## src/rtl/matrix_pkg.sv

```systemverilog
// Shared constants and state encoding for the matrix UART receive/transmit path.
package matrix_pkg;

   localparam int unsigned MAX_DIM = 5;
   localparam int unsigned DW      = 4;

   localparam logic [7:0] CH_0  = 8'h30;
   localparam logic [7:0] CH_SP = 8'h20;
   localparam logic [7:0] CH_CR = 8'h0D;
   localparam logic [7:0] CH_LF = 8'h0A;

   typedef enum logic [2:0] {
      StIdle,
      StLoad,
      StSend,
      StWait,
      StDone
   } out_state_e;

endpackage

```

## src/rtl/matrix_digit_enc.sv

```systemverilog
// Converts one matrix element to its decimal ASCII digits (one or two bytes).
module matrix_digit_enc
   import matrix_pkg::*;
(
   input  logic [DW-1:0] val,
   output logic [1:0]    ndig,
   output logic [7:0]    first_byte,
   output logic [7:0]    second_byte
);

   always_comb begin
      if (val > DW'(9)) begin
         ndig        = 2'd2;
         first_byte  = CH_0 + 8'd1;
         second_byte = CH_0 + 8'(val - DW'(10));
      end else begin
         ndig        = 2'd1;
         first_byte  = CH_0 + 8'(val);
         second_byte = CH_0;
      end
   end

endmodule

```

## src/rtl/matrix_output.sv

```systemverilog
// Snapshots an up-to-5x5 matrix and streams it to uart_tx as ASCII text, one byte per handshake.
module matrix_output
   import matrix_pkg::*;
#(
   parameter logic [7:0] SEP_CHAR = CH_SP
) (
   input  logic                          clk,
   input  logic                          rst,
   input  logic                          start,
   input  logic [3:0]                    mat_m,
   input  logic [3:0]                    mat_n,
   input  logic [MAX_DIM*MAX_DIM*DW-1:0] mat_data_flat,
   output logic [7:0]                    tx_data,
   output logic                          tx_start,
   input  logic                          tx_done,
   output logic                          busy,
   output logic                          done,
   output logic                          err
);

   localparam int unsigned FlatW   = MAX_DIM * MAX_DIM * DW;
   localparam logic [3:0]  MaxDimW = 4'(MAX_DIM);

   out_state_e       state_q, state_d;
   logic [3:0]       m_q, m_d, n_q, n_d;
   logic [FlatW-1:0] data_q, data_d;
   logic [2:0]       row_q, row_d, col_q, col_d;
   logic [1:0]       chr_q, chr_d;
   logic [7:0]       tx_data_q, tx_data_d;
   logic             tx_start_q, tx_start_d;
   logic             busy_q, busy_d, done_q, done_d, err_q, err_d;

   logic [DW-1:0] elem;
   logic [1:0]    ndig, sep_idx;
   logic [7:0]    dig0, dig1, cur_byte;
   logic          last_col, last_row, last_chr;

   assign elem = data_q[(32'(row_q) * MAX_DIM + 32'(col_q)) * DW +: DW];

   matrix_digit_enc u_digit_enc (
      .val        (elem),
      .ndig       (ndig),
      .first_byte (dig0),
      .second_byte(dig1)
   );

   // Char index walks the digits first, then the separator (or CR, LF on the last column).
   assign last_col = ({1'b0, col_q} == n_q - 4'd1);
   assign last_row = ({1'b0, row_q} == m_q - 4'd1);
   assign last_chr = (chr_q == ndig + {1'b0, last_col});
   assign sep_idx  = chr_q - ndig;

   always_comb begin
      if (chr_q < ndig) begin
         cur_byte = (chr_q == 2'd0) ? dig0 : dig1;
      end else if (last_col) begin
         cur_byte = (sep_idx == 2'd0) ? CH_CR : CH_LF;
      end else begin
         cur_byte = SEP_CHAR;
      end
   end

   always_comb begin
      state_d    = state_q;
      m_d        = m_q;
      n_d        = n_q;
      data_d     = data_q;
      row_d      = row_q;
      col_d      = col_q;
      chr_d      = chr_q;
      tx_data_d  = tx_data_q;
      tx_start_d = 1'b0;
      busy_d     = busy_q;
      done_d     = 1'b0;
      err_d      = err_q;
      unique case (state_q)
         StIdle: begin
            if (start) begin
               m_d    = mat_m;
               n_d    = mat_n;
               data_d = mat_data_flat;
               row_d  = 3'd0;
               col_d  = 3'd0;
               chr_d  = 2'd0;
               if (mat_m == 4'd0 || mat_m > MaxDimW || mat_n == 4'd0 || mat_n > MaxDimW) begin
                  err_d   = 1'b1;
                  busy_d  = 1'b0;
                  done_d  = 1'b1;
                  state_d = StDone;
               end else begin
                  err_d   = 1'b0;
                  busy_d  = 1'b1;
                  state_d = StLoad;
               end
            end
         end
         StLoad: begin
            tx_data_d  = cur_byte;
            tx_start_d = 1'b1;
            state_d    = StSend;
         end
         StSend: state_d = StWait;
         StWait: begin
            if (tx_done) begin
               state_d = StLoad;
               if (!last_chr) begin
                  chr_d = chr_q + 2'd1;
               end else begin
                  chr_d = 2'd0;
                  if (!last_col) begin
                     col_d = col_q + 3'd1;
                  end else begin
                     col_d = 3'd0;
                     if (!last_row) begin
                        row_d = row_q + 3'd1;
                     end else begin
                        busy_d  = 1'b0;
                        done_d  = 1'b1;
                        state_d = StDone;
                     end
                  end
               end
            end
         end
         StDone:  state_d = StIdle;
         default: state_d = StIdle;
      endcase
   end

   always_ff @(posedge clk) begin
      if (rst) begin
         state_q    <= StIdle;
         m_q        <= '0;
         n_q        <= '0;
         data_q     <= '0;
         row_q      <= '0;
         col_q      <= '0;
         chr_q      <= '0;
         tx_data_q  <= '0;
         tx_start_q <= 1'b0;
         busy_q     <= 1'b0;
         done_q     <= 1'b0;
         err_q      <= 1'b0;
      end else begin
         state_q    <= state_d;
         m_q        <= m_d;
         n_q        <= n_d;
         data_q     <= data_d;
         row_q      <= row_d;
         col_q      <= col_d;
         chr_q      <= chr_d;
         tx_data_q  <= tx_data_d;
         tx_start_q <= tx_start_d;
         busy_q     <= busy_d;
         done_q     <= done_d;
         err_q      <= err_d;
      end
   end

   assign tx_data  = tx_data_q;
   assign tx_start = tx_start_q;
   assign busy     = busy_q;
   assign done     = done_q;
   assign err      = err_q;

endmodule
```

## config.mk

```make
export PLATFORM = sky130hd
export DESIGN_NAME = matrix_output
export DESIGN_NICKNAME = d
export VERILOG_FILES = /design/src/rtl/matrix_pkg.sv /design/src/rtl/matrix_digit_enc.sv /design/src/rtl/matrix_output.sv
export SDC_FILE = /design/constraint.sdc
export NUM_CORES = 1
export LEC_CHECK = 0
export CORE_MARGIN = 10
export CORE_UTILIZATION = 52
export DETAILED_ROUTE_END_ITERATION = 7
export GPL_ROUTABILITY_DRIVEN = 0
export HOLD_SLACK_MARGIN = 0.15
export PLACE_DENSITY = 0.81
export SYNTH_ARGS = -nofsm -noshare
export SYNTH_HDL_FRONTEND = slang
export SYNTH_SLANG_ARGS = --single-unit
```

## constraint.sdc

```tcl
create_clock -name clk -period 4.6 [get_ports clk]
set_input_delay 0.92 -clock clk [delete_from_list [all_inputs] [get_ports clk]]
set_output_delay 0.92 -clock clk [all_outputs]
set_load 0.005 [all_outputs]
```

======== After elaboration in Yosys (flattened, before gate mapping) ========
Cells that the tools add are included.
storage, ports and cells
  input bits .............................. 112
  bits in read-only memories .............. 0
  latch bits .............................. 0
  RAM bits ................................ 0
  logic and storage cells ................. 99
  memories ................................ 0
  flip-flop bits (word level) ............. 131
  output and inout bits ................... 12
cells by class
  divide/modulo/power cells ............... 0
  shift-type cells ........................ 1
  equal/unequal tests ..................... 12
  mux-type cells .......................... 43
  bitwise gates (word level) .............. 0
  magnitude comparators ................... 4
  multiply operators ...................... 1
  reductions and logical operators ........ 15
  add/sub/neg operators ................... 11
operator list
  kind                                                 count
  indexed part select 100 x 10 -> 4 bit                1
  2-to-1 mux 3 bit                                     15
  2-to-1 mux 8 bit                                     4
  2-to-1 mux 1 bit                                     13
  != test 2 bit, second input constant                 6
  case mux 3 bit (2 select lines)                      2
  case mux 3 bit (4 select lines)                      1
  AND reduction 6 bit                                  2
  adder 6 x 8 -> 8 bit, first input constant           1
  equality test 3 x 4 -> 1 bit                         2
  > comparator 4 x 3 -> 1 bit, second input constant   2
  logical NOT 4 bit                                    2
  2-to-1 mux 2 bit                                     4
  subtractor 4 x 1 -> 4 bit, second input constant     2
  adder 6 x 3 -> 7 bit                                 1
  adder 6 x 4 -> 7 bit, first input constant           1
  adder 3 x 1 -> 3 bit, second input constant          2
  equality test 3 x 2 -> 1 bit, second input constant  2
  multiplier 3 x 3 -> 6 bit, second input constant     1
  2-to-1 mux 6 bit                                     1
  subtractor 4 x 4 -> 5 bit, second input constant     1
  > comparator 4 bit, second input constant            1
  logical NOT 2 bit                                    2
  case mux 1 bit (2 select lines)                      2
  13 further kinds                                     16

======== Depth between registers and ports, before layout ========
Gate-level depths: netlist of run 1.
  depth after elaboration ................. 10
  gate-level depth with buffers ........... 20
  mapped depth without buffers ............ 19

======== Cells and area by module ========
A second synthesis of run 1 with hierarchy kept.
unflattened totals
  cells, all modules ...................... 740
  area total of the unflattened synthesis .. 6312.3 um2
by module, submodules not included
  module            instances  area an instance (um2)  cells an instance
  matrix_output     1          6155.9                  717
  matrix_digit_enc  1          156.4                   23

======== Least setup slack after synthesis of run 1 ========
No wires, ideal clock.
  path type ............................... register to register
  from .................................... register row_q[0]
  to ...................................... register row_q[2]
  data required time ...................... 4.468 ns
  cell stages (with the launch flop) ...... 21
  arrival time ............................ 3.933 ns
  setup slack ............................. 0.535 ns
  period minus slack after synthesis ...... 4.065 ns
  cell sequence ........................... dfxtp_1 > ha_1 > ha_1 > fa_1 > xnor2_1 > buf_2 > a21oi_1 > a21oi_1 > mux2_4 > nand2_4 > a21oi_2 > inv_1 > ha_1 > xnor2_1 > nor2_1 > o21a_2 > a21boi_4 > o21ai_2 > nor2_2 > xnor2_1 > nor3_2
on the way
  longest elaborated chain between the ends .. 9
  elaborated cells on any way between the ends .. 17
  those cells by class .................... 3 x add/sub; 1 x mul; 1 x order compare; 4 x eq/ne; 1 x shift; 6 x mux; 1 x reduce/logical
ends and longest elaborated chain
  item                                   line                    text
  start: declaration                     matrix_output.sv:27     logic [2:0] row_q, row_d, col_q, col_d;
  start signal: assignment               matrix_output.sv:149    row_q <= row_d;
  multiplier 3 x 3 -> 6 bit              matrix_output.sv:38     assign elem = data_q[(32'(row_q) * MAX_DIM + 32'(col_q)) * DW +: DW];
  adder 6 x 3 -> 7 bit                   matrix_output.sv:38
  indexed part select 100 x 10 -> 4 bit  matrix_output.sv:38
  > comparator 4 bit                     matrix_digit_enc.sv:12  if (val > DW'(9)) begin
  2-to-1 mux 2 bit                       matrix_digit_enc.sv:12
  adder 2 x 1 -> 2 bit                   matrix_output.sv:50     assign last_chr = (chr_q == ndig + {1'b0, last_col});
  equality test 2 bit                    matrix_output.sv:50
  != test 2 bit (no source line)         --
  AND reduction 6 bit (no source line)   --
Several ways; a longest one is shown, not always the timed one. The select of a mux whose other input is x is not followed.
A chain may end at the register's enable or synchronous reset.

======== Worst setup path in the final report of run 1 ========
  from .................................... register row_q[2]
  to ...................................... register busy_q, in the netlist busy
on the way
  longest elaborated chain between the ends .. 9
  elaborated cells on any way between the ends .. 11
  those cells by class .................... 2 x add/sub; 1 x mul; 1 x order compare; 4 x eq/ne; 1 x shift; 1 x mux; 1 x reduce/logical
ends and longest elaborated chain
  item                                    line                    text
  multiplier 3 x 3 -> 6 bit               matrix_output.sv:38
  adder 6 x 3 -> 7 bit                    matrix_output.sv:38
  indexed part select 100 x 10 -> 4 bit   matrix_output.sv:38
  > comparator 4 bit                      matrix_digit_enc.sv:12
  2-to-1 mux 2 bit                        matrix_digit_enc.sv:12
  adder 2 x 1 -> 2 bit                    matrix_output.sv:50
  equality test 2 bit                     matrix_output.sv:50
  != test 2 bit (no source line)          --
  AND reduction 6 bit (no source line) *  --
  end signal: assignment                  matrix_output.sv:154    busy_q <= busy_d;
  end: declaration                        matrix_output.sv:31     logic busy_q, busy_d, done_q, done_d, err_q, err_d;
Every way passes the cells marked *; elsewhere a longest branch is shown, timed or not.

==> results of run 1 <==
-- metal layers --
| layer | track usage | up-vias | wire [µm] |
|---|---|---|---|
| met3 | 0.0550 | 33 | 907 |
| li1 | - | 2678 | - |
| met4 | 0.0884 | 0 | 436 |
| met2 | 0.333 | 166 | 8070 |
| met5 | 0 | - | 0 |
| met1 | 0.215 | 2490 | 6490 |
-- sequential cells by signal, indices dropped and copies added (netlist names) --
name / flops
busy: 1
chr_q: 2
col_q: 3
data_q: 100
done: 1
err: 1
m_q: 4
n_q: 4
row_q: 3
state_q: 3
tx_data: 6
tx_start: 1
-- where the power goes --
| group | total (µW) | switching [µW] | internal [µW] | leakage, µW |
|---|---|---|---|---|
| registers | 1240 | 45.8 | 1200 | 0.00106 |
| logic | 465 | 236 | 229 | 0.00168 |
| clock network | 1270 | 457 | 813 | 0.000276 |
-- tightest hold or removal path: cells and delay by family, from the launching register on --
kind	cells	cell delay, ns
and+or+nand+nor	1	0.05
DFF	1	0.30
AOI/OAI and AO/OA	1	0.05
-- cell families (layout without fill, tap and decap cells) --
group | after synthesis | after routing
simple gates | 312 | 312
compound gates | 153 | 153
flops | 129 | 129
buf+inv | 63 | 174
mux | 31 | 31
xor+xnor | 20 | 20
fa+ha+maj | 19 | 19
other cells | 1 | 2
-- path summary, 6_finish.rpt --
path / to / slack [ns] / start / cells past startpoint
worst max-delay path: busy / 0.25 / row_q[2] / 19
worst min-delay path: data_q[19] / 0.45 / data_q[19] / 2
worst max register to register: busy / 0.25 / row_q[2] / 19
worst min register to register: data_q[19] / 0.45 / data_q[19] / 2
-- synth_stat cells, types with 2 or more instances --
library cell  instances  share of area
a31oi_1               3         0.0031
a211oi_1              4         0.0049
a21oi_1             122           0.10
nor2_1               21          0.013
nand4_1               9         0.0092
mux4_2               14          0.051
clkbuf_1             39          0.024
mux2i_1               9          0.015
nor2b_1               2         0.0020
inv_1                12         0.0074
ha_1                 17          0.035
buf_4                 2         0.0024
o21ai_0               3         0.0024
nand3_1              14          0.011
o21ai_1               3         0.0024
dfxtp_1             129           0.42
a22oi_1               2         0.0024
xnor2_1              11          0.016
nor3b_2               2         0.0041
xor2_1                9          0.013
nor3_1               11         0.0090
fa_1                  2         0.0065
a21oi_2               4         0.0057
o31ai_1               2         0.0024
a21o_1                2         0.0024
nand2_1             239           0.15
buf_6                 5         0.0092
buf_2                 3         0.0024
mux4_1                7          0.030
-- repair_timing --
item,in CTS,in global routing
endpoints found under the setup margin,2,6
gates resized for setup,1,2
buffers inserted,0,2
pin swaps,0,1
-- final cells by class --
type,count,area [µm²]
Sequential cell,129,2580
Multi-Input combinational cell,537,3270
Clock inverter,7,85.1
Inverter,12,45.0
Fill cell,876,3540
Tap cell,143,179
Timing Repair Buffer,132,1300
Clock buffer,23,468
-- through the flow --
stage               std cells  hold slack (ns)  total power (µW)  utilization  cell area [µm²]
finish                    983            0.450              2980        0.692             7930
global route              983            0.471              3100        0.692             7930
CTS                       981            0.453              2990        0.690             7910
detailed placement        951            0.443              1730        0.641             7350
global placement          951            0.438              1710        0.641             7350
floorplan                 729            0.432              1550            -             6130
==> summary.txt, run 1 <==
Placed design
  – Hpwl dp: between 10000 and 15000 µm
  – Port Buffers: ~120
  – Placement Setup Slack: between 0.007 and 0.008 ns

Detailed routing
  – Routed WL: around 16000 µm
  – WL/cell: approximately 16 µm
  – 1st-pass router iterations: 4
  – ANT nets after route: 0
  – DR vias: between 5000 and 6000
  – 1st-iter DRT viols: around 320
  – Residual DRC: 0
  – Vias/cell: 5.46

Global routing
  – Vias in the first global route: approximately 5500
  – Grt ovf: 0
  – Largest net degree at the start of global routing: between 100 and 150
  – Antenna violations before repair: 0
  – First-pass GRT wire length: 25900 µm
  – GRT Overall Usage: 0.192

Logic synthesis
  – Mux contribution to synthesized area: 0.0986
  – Largest family of logic cells by synthesized area: simple AND/OR/NAND/NOR gates
  – Seq cells post-synth: between 100 and 150
  – Mapped cell area: ~6100 µm²
  – FFs w/ async S/R, synth: 0
  – Sequential-to-total area share from yosys stat: 0.421
  – Post-synth top flop: dfxtp_1
  – Synth Instances: around 730
  – Post-synthesis compound-gate area fraction: 0.139
  – Syn Area/Cell: ~8.4 µm²
  – Adder-Cell Fraction of Synth Area: 0.0412
  – Unique cell type count in the Yosys netlist: between 50 and 60
  – Post-synthesis xor/xnor area fraction: 0.0286
  – EDFF count, synth: 0
  – Simple-Gate Fraction of Synth Area: 0.221
  – Synthesis Warnings: 0

Critical path
  – Req. time, crit path: 4.87 ns
  – Critical-path cell list: ha_1 > ha_1 > fa_2 > buf_4 > nor4_4 > nand2_1 > nand3_1 > nand4_2 > a21oi_4 > inv_1 > ha_1 > xnor2_1 > nor2_1 > o21a_2 > a21boi_4 > buf_4 > inv_1 > o21ai_0 > a21oi_1
  – Cell family with most CP delay: adder cells
  – CP peak stage delay: around 0.51 ns
  – CP Launch Type: flop
  – Critical-path top delay cell: fa_2
  – Crit path capture type: flop
  – Crit path max fanout: 7
  – Worst endpoint data arrival time: 4.62 ns
  – Most used cell, CP: ha_1
  – WS Path Type: reg -> reg
  – WP buf/inv: 4

CTS
  – Root Driver: clkbuf_16
  – CTS Buf Count: 17
  – Clock sink count: 129
  – CTS tree: done
  – Cts hold-fix bufs: 0
  – Clock Tree Buf Depth: 2
  – Reg clk slew, reported paths: ~0.050 ns
  – H-tree depth: 4
  – Worst skew pair latency: between 0.4 and 0.5 ns

Finish
  – Most common cell after layout, fill and taps aside: nand2_1
  – Synth-to-Final Area Change: 29.4%
  – Share of cells above drive strength 1: 0.0917
  – Antenna diodes: 0
  – Commonest non-fill, non-tap cells in the layout: nand2_1 (239), dfxtp_1 (128), a21oi_1 (122)
  – Nets: between 900 and 1000

Hold path
  – Min-delay worst type: reg -> reg

Pwr
  – Leakage: just over 0.003 µW
  – Worst IR Drop VDD: approximately 0.00035 V
  – Pwr dens: 375 nW/µm²

Floorplan
  – Die area: around 17000 µm²
  – # IOs: roughly 120
  – Initial core utilization: 0.534
  – Core footprint: 11500 µm²
  – Horiz. Die Dim: ~130 µm
  – Die H: between 100 and 150 µm
  – Cell Rows: 39

STA
  – Worst Tran Pin Value: 1.11 ns
  – Setup tns final: 0 ns
  – Post-Route Skew: approximately 0.015 ns
  – Final setup fails: 0
  – Crit share post-route: 0.946
  – Final WS setup: 0.247 ns
  – RSZ-0062 raised after global routing: no
  – Fin. max-slew vios: 0
  – Fmax: approximately 230 MHz
  – Max-slew headroom: 0.258
  – Final Hold Vio Count: 0
  – Minimum clock period: ~4.4 ns

Flow run
  – Maxcap violations: 0

Outcome
  – Status: finished, final reports clean
(Power assumes the default switching activity.)
==> inputs of run 2 (changes only) <==
Settings changed: CAP_MARGIN from default to 40, CORE_MARGIN 10 to 2, GPL_ROUTABILITY_DRIVEN 0 to 1.
==> run 2 against run 1 <==
Final cell count grew 0.41%; critical path type unchanged; register-to-register slack gained 0.02 ns; highest routed layer unchanged; combinational power grew 1%; via count grew 1.5%; core utilization grew 0.50 points; largest power group unchanged.
==> summary.txt, run 2 (synthesis gave the netlist of run 1 again) <==
Detailed routing
  – Vias/cell: 5.52
  – ANT nets after route: 0
  – DR vias: between 5000 and 6000
  – 1st-pass router iterations: 5
  – 1st-iter DRT viols: between 200 and 250
  – Residual DRC: 0
  – WL/cell: 15.3 µm
  – Routed WL: around 15000 µm

STA
  – Setup tns final: 0 ns
  – WHS: about 0.45 ns
  – Final setup fails: 0
  – Final WS setup: around 0.27 ns
  – Post-Route Skew: between 0.01 and 0.015 ns
  – Fin. max-slew vios: 0
  – Crit share post-route: 0.941
  – Max-slew headroom: 0.406
  – Minimum clock period: 4.33 ns
  – Worst Tran Pin Value: approximately 0.89 ns
  – Fmax: 231 MHz
  – Final Hold Vio Count: 0

Placed design
  – Hpwl dp: 10800 µm
  – Dpl cell area: roughly 7400 µm²
  – Placement Setup Slack: ~0.074 ns
  – GPL Wtd Cong: 0.899
  – Port Buffers: about 120

Critical path
  – Crit path max fanout: 8
  – R2r setup slk: ~0.27 ns
  – Depth of the most critical reg-to-reg path: 19
  – Reg2reg start: row_q[2]
  – WS Path Type: reg -> reg
  – Req. time, crit path: around 4.9 ns
  – Worst endpoint data arrival time: approximately 4.6 ns
  – Crit path capture type: flop
  – Worst r2r dst: row_q[2]
  – CP Launch Type: flop

Hold path
  – Cells on Worst Hold Path: 2
  – Hold endpoint: data_q[45]
  – Min-delay worst type: reg -> reg
  – Hold Crit Start: data_q[45]

CTS
  – Reg clk slew, reported paths: ~0.06 ns
  – Worst skew pair latency: roughly 0.43 ns
  – H-tree depth: 4
  – CTS tree: done
  – Clock Tree Buf Depth: 2
  – CTS Buf Count: 17
  – Root Driver: clkbuf_16
  – Clock sink count: roughly 130

Floorplan
  – Die H: 113 µm
  – Horiz. Die Dim: around 110 µm
  – Initial core utilization: 0.534
  – # IOs: 124
  – Die area: 12700 µm²
  – Core footprint: between 10000 and 15000 µm²
  – Cell Rows: 39

Finish
  – Number of flip-flops in the largest register: 100
  – Fillers: 883
  – Design Area, Final: roughly 8000 µm²
  – Most common cell after layout, fill and taps aside: nand2_1
  – Antenna diodes: 0
  – Biggest register: data_q
  – Synth-to-Final Area Change: 30.4%
  – Share of cells above drive strength 1: 0.101
  – Multi-input gate area: roughly 3300 µm²
  – Commonest non-fill, non-tap cells in the layout: nand2_1 (239), dfxtp_1 (128), a21oi_1 (122)
  – Nets: roughly 960
  – Seq. cell area: roughly 2600 µm²

Pwr
  – Pwr dens: around 380 nW/µm²
  – Overall Power: between 3000 and 4000 µW
  – Worst IR Drop VDD: 0.000491 V
  – Leakage: 0.00304 µW

Outcome
  – Status: finished, final reports clean

Global routing
  – Largest net degree at the start of global routing: 80
  – Grt ovf: 0
  – Vias in the first global route: ~5500
  – GRT Overall Usage: 0.244
  – First-pass GRT wire length: roughly 25000 µm
  – Antenna violations before repair: 0

Flow run
  – Maxcap violations: 0
## run 2: changes by cell type in the layout (fill, tap and decap cells not counted), sizes merged
cell | before | now
inv | 12 | 13
clkbuf | 23 | 19
clkinv | 5 | 7
clkinvlp | 0 | 3
buf | 12 | 14
## run 2: worst max-delay path, stage by stage (launching register included)
cell      delay (ns)
dfxtp_1         0.40
ha_1            0.28
ha_1            0.33
fa_2            0.64
nor2b_1         0.09
a22oi_1         0.19
nand3_1         0.10
nand3_1         0.10
nand4_2         0.22
a21oi_4         0.24
inv_1           0.08
ha_1            0.30
xnor2_1         0.13
nor2_1          0.13
o21a_2          0.21
a21boi_4        0.28
o21ai_2         0.13
nor2_2          0.11
xnor2_1         0.16
nor3_2          0.05
## run 2: through the flow
step | instances | util
after floorplan | 729 | -
after global placement | 952 | 0.641
after detailed placement | 953 | 0.643
after CTS | 985 | 0.694
after global routing | 987 | 0.697
final | 987 | 0.697
## run 2: cell type report
type | count | area share
multi-input cells | 537 | 0.410
flip-flops and latches | 129 | 0.323
repair buffers | 134 | 0.166
clock buffers | 19 | 0.0554
well taps | 143 | 0.0224
clock inverters | 13 | 0.0172
inverters | 12 | 0.00564
## run 2: how the worst max path moves through the flow
| stage | start | endpoint | slack [ns] | cells after the start |
|---|---|---|---|---|
| 2_1_floorplan | row_q[0] | row_q[2] | 0.53 | 20 |
| 3_3_place_gp | row_q[0] | row_q[2] | 0.29 | 19 |
| 3_5_place_dp | row_q[0] | row_q[2] | 0.07 | 19 |
| 4_1_cts | row_q[0] | row_q[2] | 0.05 | 19 |
| 5_1_grt | row_q[2] | row_q[2] | -0.02 | 19 |
| 6_report | row_q[2] | row_q[2] | 0.27 | 19 |
## run 2: power by group
part           switching, µW  internal (µW)
logic                    238            232
registers               46.5           1200
clock network            494            809
total                    779           2240
## run 2: per-layer routing
| layer | vias up | share of wire | global-route usage |
|---|---|---|---|
| li1 | 2680 | - | - |
| met4 | 0 | 0.028 | 0.125 |
| met5 | - | 0 | 0 |
| met2 | 178 | 0.51 | 0.417 |
| met1 | 2556 | 0.41 | 0.276 |
| met3 | 33 | 0.056 | 0.0729 |
## run 2: repair_timing
item,CTS,global route
buffers inserted,0,2
endpoints found under the setup margin,0,9
gates resized for setup,0,4
hold buffers,0,0
==> inputs of run 3 (changes only) <==
Settings changed: PLACE_DENSITY 0.81 to 0.8, SYNTH_HIERARCHICAL from default to 1.
==> run 3 against run 2 <==
Global-route usage barely moved; flip-flop and latch count grew 2; clock skew is 0.0063 ns lower; non-clock buffer count grew 3; sequential power is essentially flat; combinational power down 7.7%; critical path depth down 3; critical path type unchanged; highest routed layer unchanged.
==> summary.txt, run 3 <==
Logic synthesis
  – Unique cell type count in the Yosys netlist: 54
  – EDFF count, synth: 0
  – Largest area contributor in the netlist: dfxtp_1
  – Dominant cells by area after synthesis: dfxtp_1 (42%), nand2_1 (14%), a21oi_1 (10%)
  – Post-synth top flop: dfxtp_1
  – Synth Instances: 740
  – Area share of the largest cell type after synthesis: 0.415
  – Syn Area/Cell: between 8 and 9 µm²
  – Mapped cell area: between 6000 and 7000 µm²
  – Synthesis Warnings: 6
  – FFs w/ async S/R, synth: 0
  – Sequential-to-total area share from yosys stat: 0.415
  – Count leader, synth: nand2_1
  – Seq cells post-synth: 131
  – Synth top cells by count: nand2_1 (231), dfxtp_1 (131), a21oi_1 (127)

STA
  – Fmax: between 200 and 250 MHz
  – Minimum clock period: approximately 4.5 ns
  – Worst Tran Pin Value: between 0.7 and 0.8 ns
  – Final Hold Vio Count: 0
  – Max-slew headroom: 0.478
  – Post-Route Skew: between 0.006 and 0.007 ns
  – Final setup fails: 0
  – WHS: about 0.45 ns
  – Fin. max-slew vios: 0
  – Final WS setup: ~0.13 ns
  – Crit share post-route: 0.971

Finish
  – Commonest non-fill, non-tap cells in the layout: nand2_1 (230), dfxtp_1 (131), a21oi_1 (127)
  – Number of flip-flops in the largest register: 100
  – Nets: approximately 970
  – Share of cells above drive strength 1: 0.115
  – Synth-to-Final Area Change: 30.4%
  – Design Area, Final: slightly above 8000 µm²
  – Antenna diodes: 0
  – Biggest register: data_q
  – Most common cell after layout, fill and taps aside: nand2_1

CTS
  – Worst skew pair latency: 0.42 ns
  – Cts hold-fix bufs: 0
  – Clock Tree Buf Depth: 2
  – H-tree depth: 4
  – Reg clk slew, reported paths: around 0.060 ns
  – Clock sink count: around 130
  – Root Driver: clkbuf_16
  – CTS Buf Count: 17
  – CTS tree: done

Floorplan
  – Core footprint: between 10000 and 15000 µm²
  – Initial core utilization: 0.530
  – Die area: between 10000 and 15000 µm²
  – Cell Rows: 40
  – # IOs: 124
  – Horiz. Die Dim: about 110 µm
  – Die H: about 110 µm

Critical path
  – Req. time, crit path: about 4.9 ns
  – Worst endpoint data arrival time: ~4.8 ns
  – CP Launch Type: flop
  – Crit path max fanout: 6
  – WS Path Type: reg -> reg
  – Crit path capture type: flop

Detailed routing
  – DR vias: ~5500
  – 1st-iter DRT viols: 385
  – 1st-pass router iterations: 5
  – ANT nets after route: 0
  – Vias/cell: approximately 5.5
  – WL/cell: 15.2 µm
  – Residual DRC: 0
  – Routed WL: ~15000 µm

Global routing
  – GRT Overall Usage: 0.244
  – First-pass GRT wire length: around 25000 µm
  – Grt ovf: 0
  – Largest net degree at the start of global routing: 85
  – Vias in the first global route: between 5000 and 6000
  – Antenna violations before repair: 0

Pwr
  – Leakage: roughly 0.0032 µW
  – Pwr dens: between 300 and 400 nW/µm²
  – Worst IR Drop VDD: 0.000284 V

Flow run
  – Maxcap violations: 0

Placed design
  – GPL Wtd Cong: 0.810
  – Dpl cell area: about 7600 µm²
  – Placement Setup Slack: -0.148 ns
  – Hpwl dp: about 11000 µm
  – Port Buffers: 123

Hold path
  – Min-delay worst type: reg -> reg

Outcome
  – Status: finished, final reports clean
-- run 3: changes by cell type after synthesis, sizes merged, moves of 7 or more --
cell / delta
mux4: +7
nand2: -8
nand3: -11
nand4: -8
or3: +8
xnor2: -8
-- run 3: cell families (layout without fill, tap and decap cells) --
family | count (synthesis) | in the layout | synth area share
and+or+nand+nor | 296 | 296 | 0.198
AOI/OAI and AO/OA | 163 | 163 | 0.146
DFF | 131 | 131 | 0.415
buffers and inverters | 74 | 183 | 0.0503
muxes | 41 | 41 | 0.122
adders and majority gates | 19 | 19 | 0.0400
xor gates and xnor gates | 14 | 14 | 0.0266
other | 2 | 8 | 0.00119
-- run 3: worst paths after layout --
check,from,to,slack [ns],depth (start not counted)
setup / recovery,row_q[0],row_q[0],0.13,16
hold / removal,tx_data[6],tx_data[6],0.45,2
setup reg to reg,row_q[0],row_q[0],0.13,16
hold reg to reg,tx_data[6],tx_data[6],0.45,2
-- run 3: layout make-up --
cell class / instances / area [µm²]
clock buffers: 19 / 453
clock inverters: 12 / 108
fillers: 935 / 3680
inverters: 15 / 58.8
multi-input cells: 541 / 3420
flip-flops and latches: 131 / 2620
well taps: 147 / 184
repair buffers: 137 / 1380
-- run 3: critical path, stage by stage, from the launching register on --
cell	delay, ns
dfxtp_1	0.32
ha_1	0.29
ha_1	0.30
ha_1	0.30
a21o_1	0.18
a21oi_1	0.27
xor2_1	0.34
a311oi_1	0.11
nor3_1	0.32
o21a_4	0.24
inv_2	0.07
ha_1	0.22
xor3_1	0.42
nor2_4	0.18
a31oi_2	0.16
or4_1	0.50
a21oi_1	0.17
-- run 3: per-stage QoR --
step / setup TNS (ns) / total power, µW / utilization / instances
after floorplan: 0 / 1530 / - / 746
after global placement: 0 / 1680 / 0.639 / 968
after detailed placement: -0.285 / 1710 / 0.640 / 969
after CTS: 0 / 2970 / 0.688 / 1000
after global routing: -0.0265 / 3080 / 0.691 / 1002
final: 0 / 2960 / 0.691 / 1002
-- run 3: what timing repair did --
action / in CTS / in global routing
gates resized for setup: 2 / 3
buffers inserted: 0 / 2
setup endpoints to repair: 4 / 7
pin swaps: 0 / 1
-- run 3: power breakdown --
| group | switching, µW | total (µW) | internal (µW) | leakage [µW] |
|---|---|---|---|---|
| clock | 501 | 1270 | 767 | 0.000271 |
| sequential | 43.0 | 1260 | 1210 | 0.00107 |
| combinational | 219 | 434 | 215 | 0.00185 |
| total | 763 | 2960 | 2190 | 0.00319 |
-- run 3: routing by layer --
layer | global-route usage | up-vias | wire, µm
met4 | 0.0967 | 0 | 276
li1 | - | 2721 | -
met3 | 0.0630 | 29 | 861
met5 | 0 | - | 0
met2 | 0.431 | 156 | 7920
met1 | 0.284 | 2564 | 6220
